--- config.mk ---
export PLATFORM = sky130hd
export DESIGN_NAME = silife_wb_master
export DESIGN_NICKNAME = d
export VERILOG_FILES = /design/src/rtl/silife_wb_master.sv
export SDC_FILE = /design/constraint.sdc
export NUM_CORES = 1
export LEC_CHECK = 0
export CAP_MARGIN = 20
export CORE_ASPECT_RATIO = 0.7
export CORE_MARGIN = 10
export CORE_UTILIZATION = 40
export CTS_BUF_LIST = sky130_fd_sc_hd__clkbuf_16
export DETAILED_ROUTE_END_ITERATION = 16
export GPL_ROUTABILITY_DRIVEN = 0
export PLACE_DENSITY = 0.76
export SLEW_MARGIN = 20
export SYNTH_ARGS = -nofsm -noshare
export SYNTH_HDL_FRONTEND = slang
export SYNTH_SLANG_ARGS = --single-unit
--- constraint.sdc ---
create_clock -name clk -period 4.9 [get_ports clk]
set_clock_uncertainty 0.05 [all_clocks]
set_input_delay 0.98 -clock clk [delete_from_list [all_inputs] [get_ports clk]]
set_output_delay 0.98 -clock clk [all_outputs]
set_load 0.005 [all_outputs]
--- src/rtl/silife_wb_master.sv ---
// Single-beat Wishbone classic initiator for the silife responder: valid/ready command in,
// one bus cycle, registered response out. Optional ack timeout via SILIFE_WBM_TIMEOUT_EN.
module silife_wb_master #(
  parameter int unsigned TIMEOUT_CYCLES = 255
) (
  input  logic        clk,
  input  logic        reset,
  input  logic        cmd_valid,
  output logic        cmd_ready,
  input  logic        cmd_we,
  input  logic [31:0] cmd_addr,
  input  logic [31:0] cmd_wdata,
  output logic        rsp_valid,
  input  logic        rsp_ready,
  output logic [31:0] rsp_data,
  output logic        rsp_err,
  output logic        busy,
  output logic        o_wb_cyc,
  output logic        o_wb_stb,
  output logic        o_wb_we,
  output logic [31:0] o_wb_addr,
  output logic [31:0] o_wb_data,
  input  logic        i_wb_ack,
  input  logic [31:0] i_wb_data
);

  typedef enum logic [1:0] {StIdle, StBus, StResp} state_t;

  state_t state;

`ifdef SILIFE_WBM_TIMEOUT_EN
  localparam logic [15:0] TimeoutLimit = TIMEOUT_CYCLES[15:0];

  logic [15:0] tmo_cnt;
  logic [15:0] tmo_cnt_next;
  logic        err_q;

  assign tmo_cnt_next = tmo_cnt + 16'd1;
  assign rsp_err      = err_q;
`else
  logic unused_timeout_cfg;

  assign unused_timeout_cfg = ^TIMEOUT_CYCLES;
  assign rsp_err            = 1'b0;
`endif

  assign cmd_ready = (state == StIdle);
  assign busy      = (state != StIdle);

  always_ff @(posedge clk or posedge reset) begin
    if (reset) begin
      state     <= StIdle;
      o_wb_cyc  <= 1'b0;
      o_wb_stb  <= 1'b0;
      o_wb_we   <= 1'b0;
      o_wb_addr <= 32'h0;
      o_wb_data <= 32'h0;
      rsp_valid <= 1'b0;
      rsp_data  <= 32'h0;
`ifdef SILIFE_WBM_TIMEOUT_EN
      tmo_cnt   <= 16'h0;
      err_q     <= 1'b0;
`endif
    end else begin
      case (state)
        StIdle: begin
          if (cmd_valid) begin
            state     <= StBus;
            o_wb_cyc  <= 1'b1;
            o_wb_stb  <= 1'b1;
            o_wb_we   <= cmd_we;
            o_wb_addr <= cmd_addr;
            o_wb_data <= cmd_wdata;
`ifdef SILIFE_WBM_TIMEOUT_EN
            tmo_cnt   <= 16'h0;
`endif
          end
        end
        StBus: begin
          // Ack takes priority over a coincident timeout.
          if (i_wb_ack) begin
            state     <= StResp;
            o_wb_cyc  <= 1'b0;
            o_wb_stb  <= 1'b0;
            o_wb_we   <= 1'b0;
            rsp_valid <= 1'b1;
            rsp_data  <= o_wb_we ? 32'h0 : i_wb_data;
`ifdef SILIFE_WBM_TIMEOUT_EN
            err_q     <= 1'b0;
          end else if (tmo_cnt_next == TimeoutLimit) begin
            state     <= StResp;
            o_wb_cyc  <= 1'b0;
            o_wb_stb  <= 1'b0;
            o_wb_we   <= 1'b0;
            rsp_valid <= 1'b1;
            rsp_data  <= 32'h0;
            err_q     <= 1'b1;
          end else begin
            tmo_cnt   <= tmo_cnt_next;
`endif
          end
        end
        StResp: begin
          if (rsp_ready) begin
            state     <= StIdle;
            rsp_valid <= 1'b0;
            rsp_data  <= 32'h0;
`ifdef SILIFE_WBM_TIMEOUT_EN
            err_q     <= 1'b0;
`endif
          end
        end
        default: state <= StIdle;
      endcase
    end
  end

endmodule
Yosys cells after proc, flatten, opt, wreduce, memory -nomap -nowiden

Cells that the tools add are included.

Flip-flop bits (word level): 101
Bits of input ports: 102
Logic and storage cells: 36
Output and inout bits: 103

Eq/ne operators: 5
Reductions and logical operators: 8
Multiplexer cells: 16

Operators by type and width:

| operator                                            | number |
|---|---|
| two-way mux 32 bit                                  | 3 |
| case mux 32 bit (2 select lines)                    | 1 |
| AND reduction 3 bit                                 | 3 |
| two-way mux 2 bit                                   | 3 |
| != test 2 bit, second input constant                | 3 |
| case mux 1 bit (2 select lines)                     | 3 |
| case mux 2 bit (3 select lines)                     | 1 |
| nonzero test 2 bit                                  | 3 |
| two-way mux 1 bit                                   | 5 |
| equality test 2 x 1 -> 1 bit, second input constant | 1 |
| equality test 2 bit, second input constant          | 1 |
| zero test 2 bit                                     | 1 |
| AND reduction 2 bit                                 | 1 |

Logic depth before layout (Yosys ltp)

Gate-level depths: netlist of run 1.

Word-level depth: 3
Depth in mapped cells: 5
Gate-level depth less buffers: 3

Least setup slack after synthesis of run 1

No wires, ideal clock.

Path kind: input to register
Start: input i_wb_ack
End: register rsp_data[0]
Path buffers: 2
Data arrival time: 1.763 ns
Slack: 3.004 ns
Library setup time: 0.083 ns
Cell stages on the path: 5
Path through: nor2b_1 -> buf_2 -> a22o_1 -> buf_2 -> o21ai_0

Longest elaborated chain between the ends: 2

RTL lines:

| item                          | RTL line | RTL |
|---|---|---|
| start: declaration            | 23       | `input logic i_wb_ack,` |
| != test 2 bit (no line)       | --       |  |
| AND reduction 3 bit (no line) | --       |  |
| end signal: assignment        | 87       | `rsp_data <= o_wb_we ? 32'h0 : i_wb_data;` |
| end: declaration              | 15       | `output logic [31:0] rsp_data,` |

No other way between the ends.
A chain may end at the register's enable or synchronous reset.

Final worst setup path of run 1

Start: register o_wb_we
End: output o_wb_we

RTL lines:

| item                     | RTL line | RTL |
|---|---|---|
| start: declaration       | 20       | `output logic o_wb_we,` |
| start signal: assignment | 71       | `o_wb_we <= cmd_we;` |

No word-level cell between the ends.

==> results of run 1 <==
==> worst max path at each step <==
stage / to / slack, ps / cells past startpoint
final: o_wb_we / 1980 / 1
after detailed placement: rsp_data[31] / 1970 / 4
after CTS: o_wb_we / 1930 / 1
after global placement: rsp_data[30] / 2120 / 4
after floorplan: o_wb_addr[0] / 1220 / 1
after global routing: o_wb_we / 1820 / 1
==> registers in the layout, summed over array words and instances (netlist names) <==
name	count
o_wb_we	1
o_wb_data	32
rsp_valid	1
state	2
rsp_data	32
o_wb_addr	32
o_wb_stb	1
==> layout by cell type (no fill, tap or decap), types with 2 or more instances in the layout <==
cell type / Yosys / routed
sky130_fd_sc_hd__clkdlybuf4s50_1: 0 / 203
sky130_fd_sc_hd__dfrtp_1: 101 / 101
sky130_fd_sc_hd__mux2_4: 60 / 60
sky130_fd_sc_hd__o21ai_0: 36 / 36
sky130_fd_sc_hd__inv_1: 36 / 35
sky130_fd_sc_hd__nand4b_1: 32 / 32
sky130_fd_sc_hd__clkbuf_16: 0 / 9
sky130_fd_sc_hd__nor2b_1: 6 / 5
sky130_fd_sc_hd__mux2_2: 4 / 4
sky130_fd_sc_hd__buf_4: 2 / 3
sky130_fd_sc_hd__a22o_1: 2 / 2
sky130_fd_sc_hd__a21oi_1: 2 / 2
sky130_fd_sc_hd__clkinvlp_4: 0 / 2
sky130_fd_sc_hd__inv_6: 0 / 2
sky130_fd_sc_hd__bufinv_16: 0 / 2
==> report_power, final <==
| part | total (mW) | internal [mW] | switching (mW) |
|---|---|---|---|
| clock | 0.757 | 0.449 | 0.308 |
| sequential | 1.51 | 1.25 | 0.260 |
| combinational | 2.00 | 1.33 | 0.667 |
| total | 4.27 | 3.03 | 1.23 |
==> per-stage QoR <==
| stage | area, um2 | utilization [%] |
|---|---|---|
| global placement | 6420 | 61.5 |
| detailed placement | 6420 | 61.5 |
| global route | 6740 | 64.6 |
| finish | 6740 | 64.6 |
| floorplan | 4320 | - |
| CTS | 6740 | 64.6 |
==> layout make-up <==
type / count / area (um2) / share of cell area (%)
clock inverter: 7 / 96.3 / 1.43
inverter: 36 / 138 / 2.04
sequential: 101 / 2530 / 37.5
timing repair buffer: 207 / 2070 / 30.8
multi-input combinational: 148 / 1510 / 22.4
clock buffer: 9 / 225 / 3.34
tap: 132 / 165 / 2.45
==> synth_stat cells (all sizes together) <==
cell type  count
o22ai          1
buf           15
nand4b        32
clkbuf         8
nor2b          6
dfrtp        101
mux2          64
nor2           2
inv           36
a21oi          2
a22o           2
and2           1
o21ai         36
o21ba          1
conb           1
==> cells by family after synthesis <==
group                  Yosys count  synth area share (%)
flip-flops                     101                  58.5
multiplexers                    64                  21.9
buffers and inverters           59                  6.66
AO/OA/AOI/OAI                   42                  5.18
AND/OR/NAND/NOR                 41                  7.73
other                            1                0.0867
==> layer usage <==
layer	track usage [%]	vias to the layer above	wire length (um)	part of all wire, %
met1	19.5	1527	5280	42
met5	0	-	0	0
met4	2.73	0	91	0.73
met3	7.14	8	1190	9.6
met2	25.4	121	5880	47
li1	-	1439	-	-
==> flow_results.org, run 1 <==
** Clock tree
- In this run the clock root is driven by a sky130_fd_sc_hd__clkbuf_16.
- In this run, post-CTS repair resized a total of 0 instances.
- For the worst-skew pair, the clock arrives at the later sink with an insertion delay of 330 ps.
- Hold buffer count at cts :: 0
- Post-CTS setup buffer count :: 0
- The clock passes through at most 2 buffers.
- TritonCTS created 9 clock buffers.
- TritonCTS built the clock tree.
- After clock tree synthesis, the clock-pin slew on the worst setup and hold paths is 70 ps.
- The tree built by TritonCTS fans out to 101 sinks.
- In this run the number of H-tree levels came out at 3.

** Worst setup path
- Buffering stage count on the worst path with inverters included :: 1
- Launch point of the worst reg-to-reg path :: state[0]
- Worst path required time :: 3870 ps
- The slowest stage of the critical path is the sky130_fd_sc_hd__dfrtp_1 cell.
- Type of destination of the critical path :: primary output
- Critical Path, Cell by Cell :: clkdlybuf4s50_1
- Tracing the worst setup path back leads to its startpoint at o_wb_we.
- Type of element launching the critical path :: flip-flop
- On the critical path the largest part of the delay comes from flip-flops.
- STA puts the critical path data arrival time at 1890 ps.
- The worst register-to-register path has a setup slack of 2800 ps.
- Type of the setup path with the least slack :: reg2out
- Slowest stage delay, CP :: 900 ps
- For the worst flop-to-flop path, the logic depth is 4.
- Reg-to-Reg End :: rsp_data[19]
- Largest driver fanout on the critical path :: 35

** Route
- The first detailed-routing pass ran for 4 iterations.
- After detailed routing, the number of vias per cell comes to 4.84.
- DR WL/cell :: 19.4 um
- Detailed Route Iter0 Violations :: 144
- Wires add up to 12.4 mm.
- Residual DRC :: 0
- Via count :: 3095
- The detail route stage leaves a number of antenna-violating nets equal to 0.

** Yosys
- Yosys printed 0 warnings.
- Of all cell types, the one taking the most synthesized area is sky130_fd_sc_hd__dfrtp_1.
- Portion of the post-synthesis area used by sequential elements :: 58.5%
- Proportion of netlist area held by the largest area contributor :: 58.5%
- Ranked by total cell area, the synthesized netlist is headed by sky130_fd_sc_hd__dfrtp_1 58%, sky130_fd_sc_hd__mux2_4 21%, sky130_fd_sc_hd__nand4b_1 6.5%.
- Number of synthesized register bits :: 101
- Synthesis produced a netlist with a net count of 410.
- Post-synthesis cell count :: 308
- Number of distinct library cells after synthesis :: 20
- In this run the mean area of a mapped cell was 14.0 um2.
- Netlist area before placement :: 0.00432 mm2

** Floorplan
- 205 I/O pins were placed.
- Once the floorplan was initialized, standard cells occupied 41.4% of the core.
- The total area inside the core boundary comes to 0.0104 mm2.
- The floorplan step defined a die boundary enclosing 0.0154 mm2.
- Measured along the y axis, the die boundary spans 107 um.
- Site Rows :: 31
- Die span in x :: 144 um

** Power
- For this design the ratio of total power to cell area is 633 mW/mm2.
- After layout, the design draws a total of 4.27 mW.
- Maximum vdd drop :: 0.422 mV
- The analysis attributes to cell leakage a power of 2.88 nW.

** Job
- The tool flagged a number of max-cap violations equal to 0.

** Placed design
- Post-Place Cells :: 624
- Count of input and output buffers :: 203
- Placement-stage worst setup slack :: 1970 ps
- Detailed placement finished with a half-perimeter wire length of 9.06 mm.

** Global routing
- Final global-route overflow total :: 0
- The first global-routing pass estimated 19.3 mm of wire.
- Largest net degree at the start of global routing :: 76
- Via count of the first global-routing pass :: 3324
- In the global route stage, overall resource usage came out at 15.8%.
- The initial antenna violation count came to 0.

** Timing
- Setup tns final :: 0 ps
- Final hold analysis gives a worst-case slack of 457 ps.
- Share of the clock period used by the worst path :: 59.6%
- The number of pins with negative max-slew slack in the final report is 0.
- Final period demand of the worst path :: 2920 ps
- Unrepaired setup endpoints after global routing :: no
- Transition time of the tightest slew-check pin :: 975 ps
- The number of hold violations in the final report was 0.
- Measured against its own limit, the worst slew margin works out to 35.0%.
- Worst Slack Setup Final :: 1980 ps
- Final setup vio count :: 0
- Max Clock Freq :: 0.342 GHz

** Hold path
- Worst hold endpoint :: o_wb_addr[8]
- Worst hold path type :: reg2reg
- Along the worst hold path, the cell count comes to 1.
- In this run the most critical hold path is launched from o_wb_addr[8].

** Layout
- After the last flow step, the layout net total stands at 605.
- Non-filler cells, final :: 640
- Area Growth Syn to Fin :: 55.9%
- Number of fill cells in the layout :: 768
- Ratio of cells with drive above 1 in the final layout :: 17.3%
- Number of antenna cells inserted :: 0

** Run status
- The flow ran to the end, and the final reports show no timing, DRC or antenna violations.
No activity file was read; power rests on OpenSTA's default activity.
==> run 2, diff against run 1 <==
==> constraint.sdc (replaced) <==
create_clock -name clk -period 2.8 [get_ports clk]
set_clock_uncertainty 0.05 [all_clocks]
set_input_delay 0.56 -clock clk [delete_from_list [all_inputs] [get_ports clk]]
set_output_delay 0.56 -clock clk [all_outputs]
set_load 0.005 [all_outputs]
==> flow_results.org, run 2 (synthesized netlist as in run 1, its figures left out) <==
** Run status
- Run status: finished, final reports clean (unchanged).

** Power
- Net switching component of the power :: 2.17 mW (was 1.23 mW)
- The switching fraction of total power came to 29.3% (was 28.9%).
- The areal power density over the cells was 1100 mW/mm2 (was 633 mW/mm2).
- Share of power burned in combinational logic :: 48.2% (was 46.8%)
- Internal Power :: 5.24 mW (was 3.03 mW)
- The sequential group share of total power was 35.4% (about the same).
- The leakage power total was 2.91 nW (was 2.88 nW).
- The total power draw is 7.41 mW (was 4.27 mW).
- Clk network pwr share :: 16.5% (was 17.7%)
- Maximum vdd drop :: 0.580 mV (was 0.422 mV)

** Clock tree
- The clock slew at the register clock pins of the worst setup and hold paths came to 70 ps (about the same).
- Count of cells resized by post-cts repair :: 0 (unchanged)
- Number of buffers added by the clock tree synthesis step :: 9 (unchanged)
- The maximum level of the CTS H-tree is 3 (unchanged).
- The clock latency on the worst-skew pair was 330 ps (about the same).
- CTS tree :: yes (unchanged)
- The number of setup buffers added after CTS was 0 (unchanged).
- The quantity of hold-fixing buffers added after cts is 0 (unchanged).
- Buffers from clock root to sink, at most :: 2 (unchanged)
- Clock tree root buffer cell :: sky130_fd_sc_hd__clkbuf_16 (unchanged)
- The total clock sinks came to 101 (unchanged).

** Route
- Vias/cell :: 4.85 (was 4.84)
- DR WL/cell :: 19.6 um (was 19.4 um)
- Detailed-routing iteration count for the pre-antenna-repair pass :: 4 (unchanged)
- Antenna Nets Post-Route :: 0 (unchanged)
- The final routed DRC violation total came to 0 (unchanged).
- The DRC violation total after the first TritonRoute iteration came to 163 (was 144).
- Overall routed net length :: 12.6 mm (was 12.4 mm)
- The routed via count was 3130 (was 3095).

** Timing
- The number of pins with negative max-slew slack in the final report was 0 (unchanged).
- The worst hold slack across all endpoints was 461 ps (was 457 ps).
- Final-report hold violation count :: 0 (unchanged)
- Transition time of the tightest slew-check pin :: 564 ps (was 975 ps)
- The summed negative setup slack over all endpoints came to 0 ps (unchanged).
- Unrepaired setup endpoints after global routing :: no (unchanged)
- Share of the clock period used by the worst path :: 76.9%
- Slew Limit Headroom :: 62.4% (was 35.0%)
- For this run, the top clock speed supported by timing is 0.464 GHz.
- The final number of setup-violating endpoints was 0 (unchanged).
- For the finished layout, the period the worst path requires is 2150 ps.

** Layout
- Number of antenna cells inserted :: 0 (unchanged)
- Ratio of cells with drive above 1 in the final layout :: 17.9% (was 17.3%)
- The most common library cell in the layout ignoring fill and taps is sky130_fd_sc_hd__clkdlybuf4s50_1 (unchanged).
- The count of placed standard cells in the final layout, fillers left out came to 645 (was 640).
- Top library cells by usage in the layout, fill and taps aside: 203 x sky130_fd_sc_hd__clkdlybuf4s50_1, 101 x sky130_fd_sc_hd__dfrtp_1, 60 x sky130_fd_sc_hd__mux2_4, 37 x sky130_fd_sc_hd__inv_1, 36 x sky130_fd_sc_hd__o21ai_0 (was 203 x sky130_fd_sc_hd__clkdlybuf4s50_1, 101 x sky130_fd_sc_hd__dfrtp_1, 60 x sky130_fd_sc_hd__mux2_4, 36 x sky130_fd_sc_hd__o21ai_0, 35 x sky130_fd_sc_hd__inv_1).
- Post-route core utilization :: 64.8% (was 64.6%)
- The signed area change from the synthesized netlist to the final layout came to 56.4% (was 55.9%).
- The count of nets after finishing was 610 (was 605).
- Largest registers ranked by flip-flop count :: o_wb_addr: 32 flops, o_wb_data: 32 flops, rsp_data: 32 flops (unchanged)

** Floorplan
- Core area :: 0.0104 mm2 (unchanged)
- The die footprint came to 0.0154 mm2 (unchanged).
- Vertical die dimension :: 107 um (unchanged)
- Effective utilization at floorplan :: 41.4% (unchanged)
- The horizontal die dimension is 144 um (unchanged).
- I/O pin count :: 205 (unchanged)
- Site Rows :: 31 (unchanged)

** Job
- Maximum Capacitance Violations :: 0 (unchanged)

** Global routing
- Via count of the first global-routing pass :: 3403 (was 3324)
- Largest net degree at the start of global routing :: 102 (was 76)
- Final global-route overflow total :: 0 (unchanged)
- The initial antenna violation count is 0 (unchanged).
- Global-route wire length before repair :: 19.6 mm (was 19.3 mm)
- Combined global-route utilization of all metal layers :: 16.1% (was 15.8%)

** Worst setup path
- Type of element launching the critical path :: flip-flop (unchanged)
- The critical path start-end classification was reg2out (unchanged).
- The critical path arrival was 1540 ps (was 1890 ps).
- Largest driver fanout on the critical path :: 7 (was 35)
- The type of destination of the critical path is a primary output (unchanged).
- Worst path required time :: 2190 ps (was 3870 ps)

** Placed design
- Count of input and output buffers :: 203 (unchanged)
- Half-perimeter wire length after detailed placement :: 9.40 mm (was 9.06 mm)
- Post-Place Cells :: 629 (was 624)

** Hold path
- The class of the most critical hold timing path was reg2reg (unchanged).
[run 2: changes by cell type in the layout (fill, tap and decap cells not counted), sizes merged]
cell / previous run / this run
buf: 4 / 9
clkinv: 1 / 2
bufinv: 2 / 1
[run 2: critical path: stages (launching register included)]
cell and delay [ps]:
sky130_fd_sc_hd__dfrtp_1 460, sky130_fd_sc_hd__nor2_2 210, sky130_fd_sc_hd__clkdlybuf4s50_1 540
[run 2: through the flow]
| stage | area [um2] | setup WS, ps |
|---|---|---|
| 2_1_floorplan | 4330 | 986 |
| 3_3_place_gp | 6470 | 521 |
| 3_5_place_dp | 6470 | 506 |
| 4_1_cts | 6760 | 637 |
| 5_1_grt | 6760 | 561 |
| 6_report | 6760 | 647 |
[run 2: power by group through the flow]
| stage | clock [mW] | combinational, mW | sequential (mW) |
|---|---|---|---|
| 2_1_floorplan | 0 | 1.57 | 2.66 |
| 3_3_place_gp | 0 | 3.55 | 2.62 |
| 3_5_place_dp | 0 | 3.62 | 2.63 |
| 4_1_cts | 1.26 | 3.64 | 2.63 |
| 5_1_grt | 1.32 | 3.82 | 2.71 |
| 6_report | 1.22 | 3.57 | 2.62 |
[run 2: metal layers]
metal | track usage (%) | up-vias | wire (um)
li1 | - | 1449 | -
met2 | 26.5 | 128 | 6090
met3 | 6.79 | 10 | 1210
met1 | 19.3 | 1543 | 5250
met5 | 0 | - | 0
met4 | 3.45 | 0 | 94
[run 2: area by class of cell]
cell class	count	area [um2]
fillers	775	3670
flip-flops and latches	101	2530
repair buffers	212	2120
multi-input cells	148	1510
clock buffers	9	225
well taps	132	165
inverters	36	139
clock inverters	7	67.6
[run 2: final timing paths]
kind | start | to | slack, ps | cells after the start
max in group asynchronous | reset | o_wb_addr[27] | 1600 | 3
min reg2reg | o_wb_data[12] | o_wb_data[12] | 460 | 1
min | o_wb_data[12] | o_wb_data[12] | 460 | 1
max reg2reg | state[1] | o_wb_data[0] | 910 | 4
min in group asynchronous | reset | o_wb_data[16] | 650 | 3
max | state[1] | cmd_ready | 650 | 2
==> run 3, diff against run 2 <==
==> constraint.sdc (replaced) <==
create_clock -name clk -period 2.15 [get_ports clk]
set_clock_uncertainty 0.05 [all_clocks]
set_input_delay 0.43 -clock clk [delete_from_list [all_inputs] [get_ports clk]]
set_output_delay 0.43 -clock clk [all_outputs]
set_load 0.005 [all_outputs]
==> flow_results.org, run 3 (synthesized netlist as in run 1, its figures left out) <==
** Floorplan
- Site Rows :: 31 (unchanged)
- The top-level I/O count was 205 (unchanged).
- The effective utilization at floorplan was 41.4% (unchanged).
- Die ar. :: 0.0154 mm2 (unchanged)
- The horizontal die dimension is 144 um (unchanged).
- The vertical die dimension was 107 um (unchanged).
- Core area :: 0.0104 mm2 (unchanged)

** Timing
- The summed negative setup slack over all endpoints is 0 ps (unchanged).
- The final number of setup-violating endpoints is 0 (unchanged).
- The final critical path takes up 92.8% of the cycle.
- Derived from the worst setup path, the maximum achievable clock frequency is 0.501 GHz.
- Unrepaired setup endpoints after global routing: no (unchanged).
- The number of pins with negative max-slew slack in the final report came to 0 (unchanged).
- Transition time of the tightest slew-check pin :: 541 ps (was 564 ps)
- The number of hold violations in the final report was 0 (unchanged).
- The worst slew margin relative to its limit was 63.9% (was 62.4%).
- Final period demand of the worst path :: 2000 ps

** Global routing
- The total global-route track usage came to 15.9% (was 16.1%).
- The aggregate global routing overflow is 0 (unchanged).
- Largest net degree at the start of global routing :: 102 (unchanged)
- Initial antenna violation count :: 0 (unchanged)
- The wire length of the first global-routing pass came to 19.3 mm (was 19.6 mm).
- The via count of the first global-routing pass came to 3385 (was 3403).

** Placed design
- Half-perimeter wire length after detailed placement :: 9.43 mm (was 9.40 mm)
- Post-Place Cells :: 630 (was 629)
- Count of input and output buffers :: 203 (unchanged)

** Worst setup path
- The startpoint class of the critical path was a flip-flop (unchanged).
- The critical path arrival came to 1520 ps (was 1540 ps).
- Worst path required time :: 1670 ps (was 2190 ps)
- Type of the setup path with the least slack :: reg2out (unchanged)
- The type of destination of the critical path is a primary output (unchanged).
- Largest driver fanout on the critical path :: 7 (unchanged)
- Cell count of the worst reg-to-reg path :: 4 (unchanged)

** Route
- Detailed-routing iteration count for the pre-antenna-repair pass :: 4 (unchanged)
- The final routed DRC violation total was 0 (unchanged).
- The DRC violation total after the first TritonRoute iteration was 105 (was 163).
- The routed via count is 3153 (was 3130).
- The per-cell via count in the routed design was 4.88 (was 4.85).
- Antenna Nets Post-Route :: 0 (unchanged)
- Overall routed net length :: 12.5 mm (was 12.6 mm)
- DR WL/cell :: 19.4 um (was 19.6 um)

** Job
- Maximum Capacitance Violations :: 0 (unchanged)

** Clock tree
- Count of cells resized by post-cts repair :: 0 (unchanged)
- The total clock sinks came to 101 (unchanged).
- The number of setup buffers added after CTS was 0 (unchanged).
- The quantity of hold-fixing buffers added after cts is 0 (unchanged).
- Clock tree root buffer cell :: sky130_fd_sc_hd__clkbuf_16 (unchanged)
- Clock network latency to the later pin of the worst-skew pair :: 340 ps (was 330 ps)
- The number of buffers created by CTS is 9 (unchanged).
- Buffers from clock root to sink, at most :: 2 (unchanged)
- The maximum level of the CTS H-tree is 3 (unchanged).
- The clock slew at the register clock pins of the worst setup and hold paths was 70 ps (about the same).
- CTS tree :: yes (unchanged)

** Power
- The maximum vdd drop came to 0.760 mV (was 0.580 mV).
- The areal power density over the cells is 1450 mW/mm2 (was 1100 mW/mm2).
- The leakage power total is 2.93 nW (was 2.91 nW).

** Layout
- Non-filler cells, final :: 646 (was 645)
- The area used by multi-input combinational logic came to 0.00151 mm2 (unchanged).
- Post-route core utilization :: 65.5% (was 64.8%)
- The count of nets after finishing was 611 (was 610).
- Leading cell type in the layout, fill and taps excluded :: sky130_fd_sc_hd__clkdlybuf4s50_1 (unchanged)
- Area Growth Syn to Fin :: 58.0% (was 56.4%)
- Top library cells by usage in the layout, fill and taps aside :: 203 x sky130_fd_sc_hd__clkdlybuf4s50_1, 101 x sky130_fd_sc_hd__dfrtp_1, 60 x sky130_fd_sc_hd__mux2_4, 36 x sky130_fd_sc_hd__o21ai_0, 35 x sky130_fd_sc_hd__inv_1 (was 203 x sky130_fd_sc_hd__clkdlybuf4s50_1, 101 x sky130_fd_sc_hd__dfrtp_1, 60 x sky130_fd_sc_hd__mux2_4, 37 x sky130_fd_sc_hd__inv_1, 36 x sky130_fd_sc_hd__o21ai_0)
- The number of diodes is 0 (unchanged).
- Ratio of cells with drive above 1 in the final layout :: 18.5% (was 17.9%)
- The area of all sequential standard cells was 0.00253 mm2 (unchanged).
- Largest registers ranked by flip-flop count: o_wb_addr: 32 flops, o_wb_data: 32 flops, rsp_data: 32 flops (unchanged).
- Number of fill cells in the layout :: 776 (was 775)

** Hold path
- The cell depth of the worst hold path came to 1 (unchanged).
- Worst hold path type :: reg2reg (unchanged)

** Run status
- Run status: finished, final reports clean (unchanged).
-- run 3: cell types whose count changed in the layout (fill, tap and decap cells not counted), sizes merged --
cell,change
buf,+1
bufinv,+1
clkinv,-1
-- run 3: final timing paths --
path | startpoint | endpoint | slack (ps)
worst max register to register | state[0] | rsp_data[11] | 480
max in group asynchronous | reset | state[1] | 1090
worst min-delay path | o_wb_addr[21] | o_wb_addr[21] | 460
worst max-delay path | state[1] | cmd_ready | 150
min in group asynchronous | reset | o_wb_data[11] | 540
worst min register to register | o_wb_addr[21] | o_wb_addr[21] | 460
-- run 3: through the flow --
step	hold slack, ps	area, um2	total power [mW]	worst slack (ps)
4_1_cts	462	6830	10.0	131
5_1_grt	467	6830	10.5	69.3
6_report	456	6830	9.88	154
2_1_floorplan	455	4330	5.50	466
3_3_place_gp	442	6500	8.09	278
3_5_place_dp	441	6500	8.21	218
-- run 3: final cells by class --
type	count	share of cell area, %
clock buffers	9	3.30
flip-flops and latches	101	37.0
clock inverters	7	1.50
multi-input cells	148	22.2
inverters	36	2.03
well taps	132	2.42
repair buffers	213	31.6
-- run 3: layer usage --
layer	GRT usage (%)	part of all wire [%]	vias to the layer above
met3	6.92	9.6	8
met2	25.8	48	129
met5	0	0	-
met1	19.2	42	1557
met4	3.88	0.78	0
li1	-	-	1459
-- run 3: critical path: stages, from the launching register on --
cell and delay, ps:
sky130_fd_sc_hd__dfrtp_1 460, sky130_fd_sc_hd__nor2_2 180, sky130_fd_sc_hd__clkdlybuf4s50_1 540
-- run 3: where the power goes --
part	total (mW)	switching (mW)	leakage, nW	internal (mW)
clock	1.76	0.726	0.157	1.03
combinational	4.71	1.59	1.55	3.12
sequential	3.41	0.558	1.22	2.85
total	9.88	2.87	2.93	7.01
